[src/rtl/fmul_arbiter.sv]
// Round-robin front end that shares one pipelined floating-point multiplier among NREQ requesters.
// A requester-ID tag rides alongside the multiplier pipeline so each result returns to its issuer.
module fmul_arbiter #(
  parameter int NREQ      = 4,
  parameter int BIT       = 64,
  parameter int LAT       = 14,
  parameter int MAX_OUTST = 4
) (
  input  logic                 clk,
  input  logic                 rstn,
  input  logic [NREQ-1:0]      req_valid,
  output logic [NREQ-1:0]      req_ready,
  input  logic [NREQ*BIT-1:0]  req_num1,
  input  logic [NREQ*BIT-1:0]  req_num2,
  output logic [NREQ-1:0]      rsp_valid,
  output logic [BIT-1:0]       rsp_result,
  output logic                 mul_valid,
  output logic [BIT-1:0]       mul_num1,
  output logic [BIT-1:0]       mul_num2,
  input  logic [BIT-1:0]       mul_result,
  input  logic                 mul_ready,
  output logic                 busy,
  output logic                 err
);

  localparam int IW    = $clog2(NREQ);
  localparam int CW    = 4;
  // Tail lines up with mul_ready, which arrives LAT edges after the issue edge.
  localparam int DEPTH = LAT + 1;

  logic [NREQ-1:0] elig;
  logic [NREQ-1:0] grant;
  logic [IW-1:0]   grant_id;
  logic            found;
  logic [IW:0]     sum;
  logic [IW-1:0]   idx;
  logic            accept;
  logic [IW-1:0]   rr_q;
  logic [IW-1:0]   rr_d;
  logic [BIT-1:0]  sel1;
  logic [BIT-1:0]  sel2;

  logic [CW-1:0]   cnt_q [NREQ];
  logic            mul_valid_q;
  logic [BIT-1:0]  num1_q;
  logic [BIT-1:0]  num2_q;
  logic [IW-1:0]   id_q;
  logic [DEPTH-1:0] tag_v_q;
  logic [IW-1:0]   tag_id_q [DEPTH];
  logic            err_q;

  logic            tail_v;
  logic [IW-1:0]   tail_id;

  assign tail_v  = tag_v_q[DEPTH-1];
  assign tail_id = tag_id_q[DEPTH-1];

  // A strobing response frees its slot in the same cycle, so eligibility sees the decrement.
  for (genvar gi = 0; gi < NREQ; gi++) begin : g_req
    assign rsp_valid[gi] = mul_ready & tail_v & (tail_id == IW'(gi));
    assign elig[gi]      = req_valid[gi] &
                           ((cnt_q[gi] - CW'(rsp_valid[gi])) < CW'(MAX_OUTST));
  end

  always_comb begin
    grant    = '0;
    grant_id = '0;
    found    = 1'b0;
    sum      = '0;
    idx      = '0;
    for (int k = 0; k < NREQ; k++) begin
      sum = {1'b0, rr_q} + (IW+1)'(k);
      if (sum >= (IW+1)'(NREQ)) sum = sum - (IW+1)'(NREQ);
      idx = sum[IW-1:0];
      if (!found && elig[idx]) begin
        found       = 1'b1;
        grant[idx]  = 1'b1;
        grant_id    = idx;
      end
    end
    if (!rstn) begin
      grant    = '0;
      grant_id = '0;
    end
  end

  always_comb begin
    sel1 = '0;
    sel2 = '0;
    for (int k = 0; k < NREQ; k++) begin
      if (grant[k]) begin
        sel1 = req_num1[k*BIT +: BIT];
        sel2 = req_num2[k*BIT +: BIT];
      end
    end
  end

  assign accept = |grant;
  assign rr_d   = (grant_id == IW'(NREQ-1)) ? '0 : grant_id + 1'b1;

  always_ff @(posedge clk or negedge rstn) begin
    if (!rstn) begin
      for (int k = 0; k < NREQ; k++) cnt_q[k] <= '0;
    end else begin
      for (int k = 0; k < NREQ; k++) begin
        if (grant[k] && !rsp_valid[k])      cnt_q[k] <= cnt_q[k] + 1'b1;
        else if (!grant[k] && rsp_valid[k]) cnt_q[k] <= cnt_q[k] - 1'b1;
      end
    end
  end

  always_ff @(posedge clk or negedge rstn) begin
    if (!rstn) begin
      mul_valid_q <= 1'b0;
      num1_q      <= '0;
      num2_q      <= '0;
      id_q        <= '0;
      rr_q        <= '0;
      tag_v_q     <= '0;
      for (int k = 0; k < DEPTH; k++) tag_id_q[k] <= '0;
      err_q       <= 1'b0;
    end else begin
      mul_valid_q <= accept;
      if (accept) begin
        num1_q <= sel1;
        num2_q <= sel2;
        id_q   <= grant_id;
        rr_q   <= rr_d;
      end
      tag_v_q     <= {tag_v_q[DEPTH-2:0], mul_valid_q};
      tag_id_q[0] <= id_q;
      for (int k = 1; k < DEPTH; k++) tag_id_q[k] <= tag_id_q[k-1];
      // Any result strobe not matching an expected tag is a sticky protocol fault.
      err_q <= err_q | (mul_ready ^ tail_v);
    end
  end

  assign req_ready  = grant;
  assign mul_valid  = mul_valid_q;
  assign mul_num1   = num1_q;
  assign mul_num2   = num2_q;
  assign rsp_result = mul_result;
  assign busy       = mul_valid_q | (|tag_v_q);
  assign err        = err_q;

endmodule
[config.mk]
export PLATFORM = sky130hd
export DESIGN_NAME = fmul_arbiter
export DESIGN_NICKNAME = d
export VERILOG_FILES = /design/src/rtl/fmul_arbiter.sv
export SDC_FILE = /design/constraint.sdc
export NUM_CORES = 1
export LEC_CHECK = 0
export ABC_AREA = 1
export CAP_MARGIN = 15
export CORE_AREA = 2 2 305 307
export DETAILED_ROUTE_END_ITERATION = 7
export DIE_AREA = 0 0 307 309
export PLACE_DENSITY = 0.45
export RECOVER_POWER = 100
export SLEW_MARGIN = 20
export SYNTH_ARGS = -nofsm -noshare
export SYNTH_HDL_FRONTEND = slang
export SYNTH_SLANG_ARGS = --single-unit
[constraint.sdc]
create_clock -name clk -period 4.7 [get_ports clk]
set_input_delay 0.705 -clock clk [delete_from_list [all_inputs] [get_ports clk]]
set_output_delay 0.705 -clock clk [all_outputs]
set_load 0.01 [all_outputs]
== Word level (Yosys, flattened, before mapping) ==
Index checks and enable logic that the tools add are counted.
Storage, ports and cells
  register bits after elaboration: 195
  bits in latches: 0
  bits in writable memories: 0
  bits in read-only memories: 0
  output and inout bits: 203
  logic and storage cells: 164
  memories: 0
Operators by class
  add/sub/neg operators: 20
  multiply operators: 0
  divide/modulo/power cells: 0
  order comparisons: 16
  equal/unequal tests: 4
  shift-type cells: 0
  mux-type cells: 50
  bitwise operators: 15
  reduce and logical (&&, ||, !) cells: 33
Operators by type and width (count)
  64-bit two-way mux: 8
  4-bit two-way mux: 13
  2-bit two-way mux: 10
  4-bit by 1-bit adder with 4-bit output (second input constant): 4
  4-bit by 3-bit < comparator with 1-bit output (second input constant): 4
  4-bit by 1-bit subtractor with 4-bit output: 4
  4-bit by 1-bit subtractor with 4-bit output (second input constant): 4
  1-bit logical AND: 15
  15-bit OR reduction: 1
  2-bit by 3-bit < comparator with 1-bit output (second input constant): 4
  4-bit bitwise OR: 3
  1-bit zero test: 11
  1-bit two-way mux: 11
  1-bit AND: 9
  3-bit >= comparator (second input constant): 3
  1-bit binary-select mux with 2-bit select: 4
  1-bit demux with 2-bit select: 4
  2-bit by 1-bit >= comparator with 1-bit output (second input constant): 4
  2-bit nonzero test: 4
  2-bit by 1-bit subtractor with 2-bit output (second input constant): 4
  2-bit by 2-bit adder with 3-bit output (second input constant): 2
  2-bit equality test (second input constant): 3
  4-bit OR reduction: 1
  2-bit by 1-bit adder with 3-bit output (second input constant): 1
  other kinds (6): 7

== Depth between registers and ports, before layout ==
  depth in word-level cells: 22
  gate-level depth with buffers: 26

== Worst setup path before layout ==
OpenSTA, ideal clock, no wires.
  path kind: input to register
  start point: input port mul_ready
  end point: register cnt_q[3] in the netlist's numbering
  arrival time: 3.750 ns
  required time: 4.575 ns
  setup slack: 0.825 ns
  stages on the path: 24
  cell sequence: ha_1 > nand2_1 > nor2_2 > nand3_1 > nand3_1 > nand2_1 > nand3_1 > nand2_1 > nor2_1 > nand3_1 > nand3_2 > nand2_2 > buf_2 > buf_2 > inv_1 > ha_1 > inv_1 > ha_1 > a21o_1 > a21oi_1 > nand2_1 > nand2_1 > nor2_1 > xor2_1
On the way
  cells in the longest elaborated chain, start to end: 21
  elaborated cells between the ends (all ways): 48
RTL lines
  start: declaration: RTL line 21  | input logic mul_ready,
  1-bit AND (*) (2 in a row): RTL line 60  | assign rsp_valid[gi] = mul_ready & tail_v & (tail_id == IW'(gi));
  named net rsp_valid[1]: RTL line 15  | output logic [NREQ-1:0] rsp_valid,
  4-bit by 1-bit subtractor with 4-bit output (*): RTL line 62  | ((cnt_q[gi] - CW'(rsp_valid[gi])) < CW'(MAX_OUTST));
  4-bit by 3-bit < comparator with 1-bit output (*): RTL line 62
  1-bit AND (*): RTL line 61  | assign elig[gi] = req_valid[gi] &
  1-bit binary-select mux with 2-bit select: RTL line 75  | if (!found && elig[idx]) begin
  1-bit two-way mux (not written as such): RTL line 75
  1-bit two-way mux: RTL line 75
  (+6 left out)
  1-bit zero test: RTL line 75
  1-bit logical AND: RTL line 75
  4-bit two-way mux (*): RTL line 75
  4-bit two-way mux (*): RTL line 81  | if (!rstn) begin
  named net req_ready[3]: RTL line 12  | output logic [NREQ-1:0] req_ready,
  1-bit zero test: RTL line 107  | else if (!grant[k] && rsp_valid[k]) cnt_q[k] <= cnt_q[k] - 1'b1;
  1-bit logical AND: RTL line 107
  2-bit nonzero test (no source line)
  end signal: indexed assignment: RTL line 106  | if (grant[k] && !rsp_valid[k]) cnt_q[k] <= cnt_q[k] + 1'b1;
  end signal: indexed assignment: RTL line 107
  end: declaration: RTL line 43  | logic [CW-1:0] cnt_q [NREQ];
The timed path passes the listed nets; every way through them passes the cells marked *. The select of a mux whose other input is x is not followed.
A chain may end at the register's enable or synchronous reset.

== Worst setup path in the final report ==
  start point: input port mul_ready
  end point: output port req_ready[3]
On the way
  cells in the longest elaborated chain, start to end: 18
  elaborated cells between the ends (all ways): 42
RTL lines (RTL line)
  1-bit AND (*): 60
  1-bit AND: 60
  4-bit by 1-bit subtractor with 4-bit output: 62
  4-bit by 3-bit < comparator with 1-bit output: 62
  1-bit AND: 61
  1-bit binary-select mux with 2-bit select: 75
  1-bit two-way mux (not written as such): 75
  1-bit two-way mux: 75
  (+2 left out)
  1-bit two-way mux: 75
  1-bit zero test: 75
  1-bit logical AND: 75
  1-bit two-way mux: 75
  1-bit zero test: 75
  1-bit logical AND: 75
  4-bit two-way mux (*): 75
  4-bit two-way mux (*): 81
  end: declaration: 12
Mark *: on every way between the ends. The rest lies on a longest branch, timed or not. The select of a mux whose other input is x is not followed.

==> impl_results.rst <==
.. list-table::
   :header-rows: 1

   * - Metric
     - Value
   * - Status
     - finished with violations
   * - Violated checks
     - capacitance limit, slew limit
   * - Worst-case headroom to the max-slew limit
     - -1.298
   * - Source-to-sink clock delay at the later pin of the worst-skew pair
     - about 0.52 ns
   * - Summed negative setup slack over all endpoints
     - 0 ns
   * - Largest fanout on the critical path
     - 27
   * - Number of buffers added on ports
     - 657
   * - Cell area after technology mapping
     - approximately 15000 um^2
   * - Final WL
     - approximately 70000 um
   * - Setup slack of the worst register-to-register path
     - between 0.5 and 0.6 ns
   * - Initial core utilization
     - 0.1611
   * - Minimum clock period after layout
     - around 4.4 ns
   * - Global Route Usage Sum
     - 0.1469
   * - Largest net degree at the start of global routing
     - between 150 and 200
   * - Yosys warnings
     - 0
   * - Sequential cell area fraction in the yosys report
     - 0.3314
   * - Data arrival time of the critical path
     - around 3.7 ns
   * - Post-detailed-route count of antenna-violating nets
     - 0
   * - Synth Register Bits
     - about 200
   * - Final Wtd Congestion
     - 0.8526
   * - Final Hold Viols
     - 0
   * - Cell taking the most area after synthesis
     - dfrtp_1
   * - Synthesized instance count
     - 2315
   * - Startpoint class of the critical path
     - primary input
   * - Count of flip-flops with a built-in enable after synthesis
     - 0
   * - Top cells by count, synth
     - 836 x nand2_1, 419 x nand3_1, 287 x inv_1, 195 x dfrtp_1, 145 x nor2_1
   * - Mapped Nets
     - a little under 3k
   * - Placeable core area
     - 91390 um^2
   * - Peak supply drop
     - 0.0007593 V
   * - Lkg Pwr
     - roughly 0.011 uW
   * - Count of cell types in the netlist
     - 30
   * - DR iter-0 viols
     - between 1k and 1.5k
   * - Slew @ Worst Pin
     - ~3.4 ns
   * - Top cells by area, synth
     - dfrtp_1 33%, nand2_1 21%, nand3_1 14%
   * - Router iterations before antenna repair
     - 7
   * - CTS H-Tree Depth
     - 4
   * - DRC Markers
     - 0
   * - Nature of the critical path endpoint
     - output pin
   * - Residual overflow from global routing
     - 0
   * - Power density over the cells
     - 673.4 nW/um^2
   * - Vias in the first global route
     - roughly 16k
   * - Count of hold-fix buffers inserted at cts
     - 0
   * - Post-DP HPWL
     - 52350 um
   * - Routed len/inst
     - about 18 um
   * - Post-synthesis average cell area
     - 6.360 um^2
   * - Reported max-cap violation count
     - 4
   * - Type of the worst setup path
     - in -> out
   * - Proportion of register bits with asynchronous set or reset after synthesis
     - 1.000
   * - RSZ-0062 raised after global routing
     - false
   * - Count of standard-cell rows
     - between 100 and 150
   * - Launch point of the worst reg-to-reg path
     - rr_q[1]
   * - Count of cells along the worst register-to-register path
     - 15
   * - Average via count per standard cell
     - roughly 4.0
   * - Total I/O pin count
     - 786
   * - Via count of the routed design
     - 16.24k
   * - Number of antenna violations at the first check in global routing
     - 4
   * - Number of clock buffers inserted by TritonCTS
     - 17
   * - Number of filler cells placed in the layout
     - 10.29k
   * - Class of the worst hold path
     - in -> async
   * - Share of the cycle needed by the critical path after routing
     - 0.9454
   * - CTS tree
     - done
   * - Maximum clock rate
     - 0.2251 GHz
   * - Layout Nets
     - between 3k and 4k
   * - Post-layout utilization of the core
     - 0.2484
   * - Final setup skew
     - roughly 0.022 ns
   * - Top flip-flop cell by instance count after synthesis
     - dfrtp_1
   * - Most common cell in the netlist
     - nand2_1
   * - Root Buffer Master
     - clkbuf_16
   * - Fraction of post-synthesis cell area in the top cell type by area
     - 0.3314
   * - Area of the die
     - approximately 95000 um^2
   * - R2R Path End
     - mul_num1[33]
   * - Max-slew violation count
     - ~320
   * - Final setup violation count
     - 0
   * - Chip width
     - approximately 310 um
   * - Clock tree sinks
     - 195
   * - Register clock-pin slew on the reported worst setup and hold paths
     - ~0.10 ns
   * - Share of post-route cells with drive strength above 1
     - 0.03043
   * - Data required time at the worst endpoint
     - around 4 ns
   * - Height of the die
     - ~300 um
   * - Synth-to-layout area growth
     - 54.15%
   * - Global-route wire length before repair
     - about 100000 um
   * - Clk buf depth
     - 2
## repair_timing
item | 4_1_cts | 5_1_grt
setup buffers | 0 | 2
resized for setup | 0 | 2
setup endpoints to repair | 0 | 4
## worst max-delay path by stage
stage / from / endpoint / slack, ns / cells past startpoint
CTS: mul_ready / req_ready[3] / 0.14 / 15
global route: mul_ready / req_ready[3] / 0.01 / 15
finish: mul_ready / req_ready[3] / 0.26 / 15
detailed placement: mul_ready / cnt_q[3] / 0.1 / 23
global placement: mul_ready / cnt_q[3] / 0.08 / 23
floorplan: mul_ready / cnt_q[3] / 0.83 / 24
## registers in the layout (all words and copies together), names as in the netlist
name       count
cnt_q         16
mul_num1      64
mul_num2      64
tag_v_q       15
id_q           2
tag_id_q      28
mul_valid      1
rr_q           2
tail_id        2
err            1
## per-layer routing
| metal | wire length, um | vias up | global-route usage |
|---|---|---|---|
| li1 | - | 8119 | - |
| met1 | 29540 | 7521 | 0.1738 |
| met2 | 35900 | 499 | 0.2570 |
| met3 | 4294 | 92 | 0.03515 |
| met4 | 2086 | 4 | 0.05536 |
| met5 | 22 | - | 0 |
## layout by cell type (no fill, tap or decap), types with 2 or more instances in the layout
cell type,instances
ha_1,21
dlygate4sd3_1,136
nand2_1,835
inv_4,3
a21o_1,4
nand3_4,2
buf_4,17
nand4_1,12
inv_12,5
nor2_1,146
o21ai_0,6
fa_1,4
xor2_1,2
buf_12,15
nor4_1,4
xnor2_1,10
nor2_4,2
nand3_1,419
clkinv_8,6
mux2_2,2
clkbuf_1,6
inv_1,286
clkbuf_16,17
clkdlybuf4s50_1,520
clkbuf_2,2
nand3b_1,128
diode_2,2
clkbuf_4,2
dfrtp_1,194
a21oi_1,5
## through the flow
stage	instances	worst slack, ns	total power, uW	cell area [um^2]	hold WS, ns
5_1_grt	4014	0.01370	16880	22700	0.1460
6_report	4014	0.2567	15280	22700	0.1446
3_5_place_dp	3978	0.09669	14170	22110	0.3347
4_1_cts	4010	0.1431	16000	22770	0.1335
2_1_floorplan	2315	0.8250	9487	14720	0.3312
3_3_place_gp	3978	0.08427	14160	22110	0.3321
## cell families after synthesis
family	after synthesis	share of synthesized area
AO/OA/AOI/OAI	16	0.006289
XOR/XNOR	12	0.007139
adder cells (fa/ha/maj)	25	0.02329
buffers and inverters	512	0.1600
flip-flops	195	0.3314
multiplexers	2	0.001530
AND/OR/NAND/NOR	1553	0.4703
## worst max-delay path, stage by stage
cell and delay (ns):
clkdlybuf4s50_1 0.46, ha_1 0.18, nand2_1 0.11, nor2_1 0.18
nand3_1 0.14, nand3_1 0.12, nand2_1 0.07, nand3_1 0.09
nand2_1 0.07, nor2_1 0.32, nand3_1 0.19, nand3_4 0.14
nand2_8 0.17, inv_1 0.15, dlygate4sd3_1 0.62
## area by class of cell
class | instances | area [um^2] | area share
tap | 1186 | 1484 | 0.06538
antenna | 2 | 5.005 | 0.0002205
inverter | 291 | 1100 | 0.04846
sequential | 195 | 4881 | 0.2151
multi-input combinational | 1608 | 7511 | 0.3309
clock inverter | 15 | 227.7 | 0.01003
clock buffer | 17 | 425.4 | 0.01874
timing repair buffer | 700 | 7062 | 0.3112
## where the power goes
| part | total [uW] | switching (uW) | leakage, uW | internal (uW) |
|---|---|---|---|---|
| registers | 2730 | 367 | 0.00253 | 2360 |
| logic | 10800 | 7250 | 0.00856 | 3600 |
| clock network | 1710 | 951 | 0.000312 | 754 |
| total | 15300 | 8570 | 0.0114 | 6710 |
Note: power is estimated with default switching activity, not from simulation.
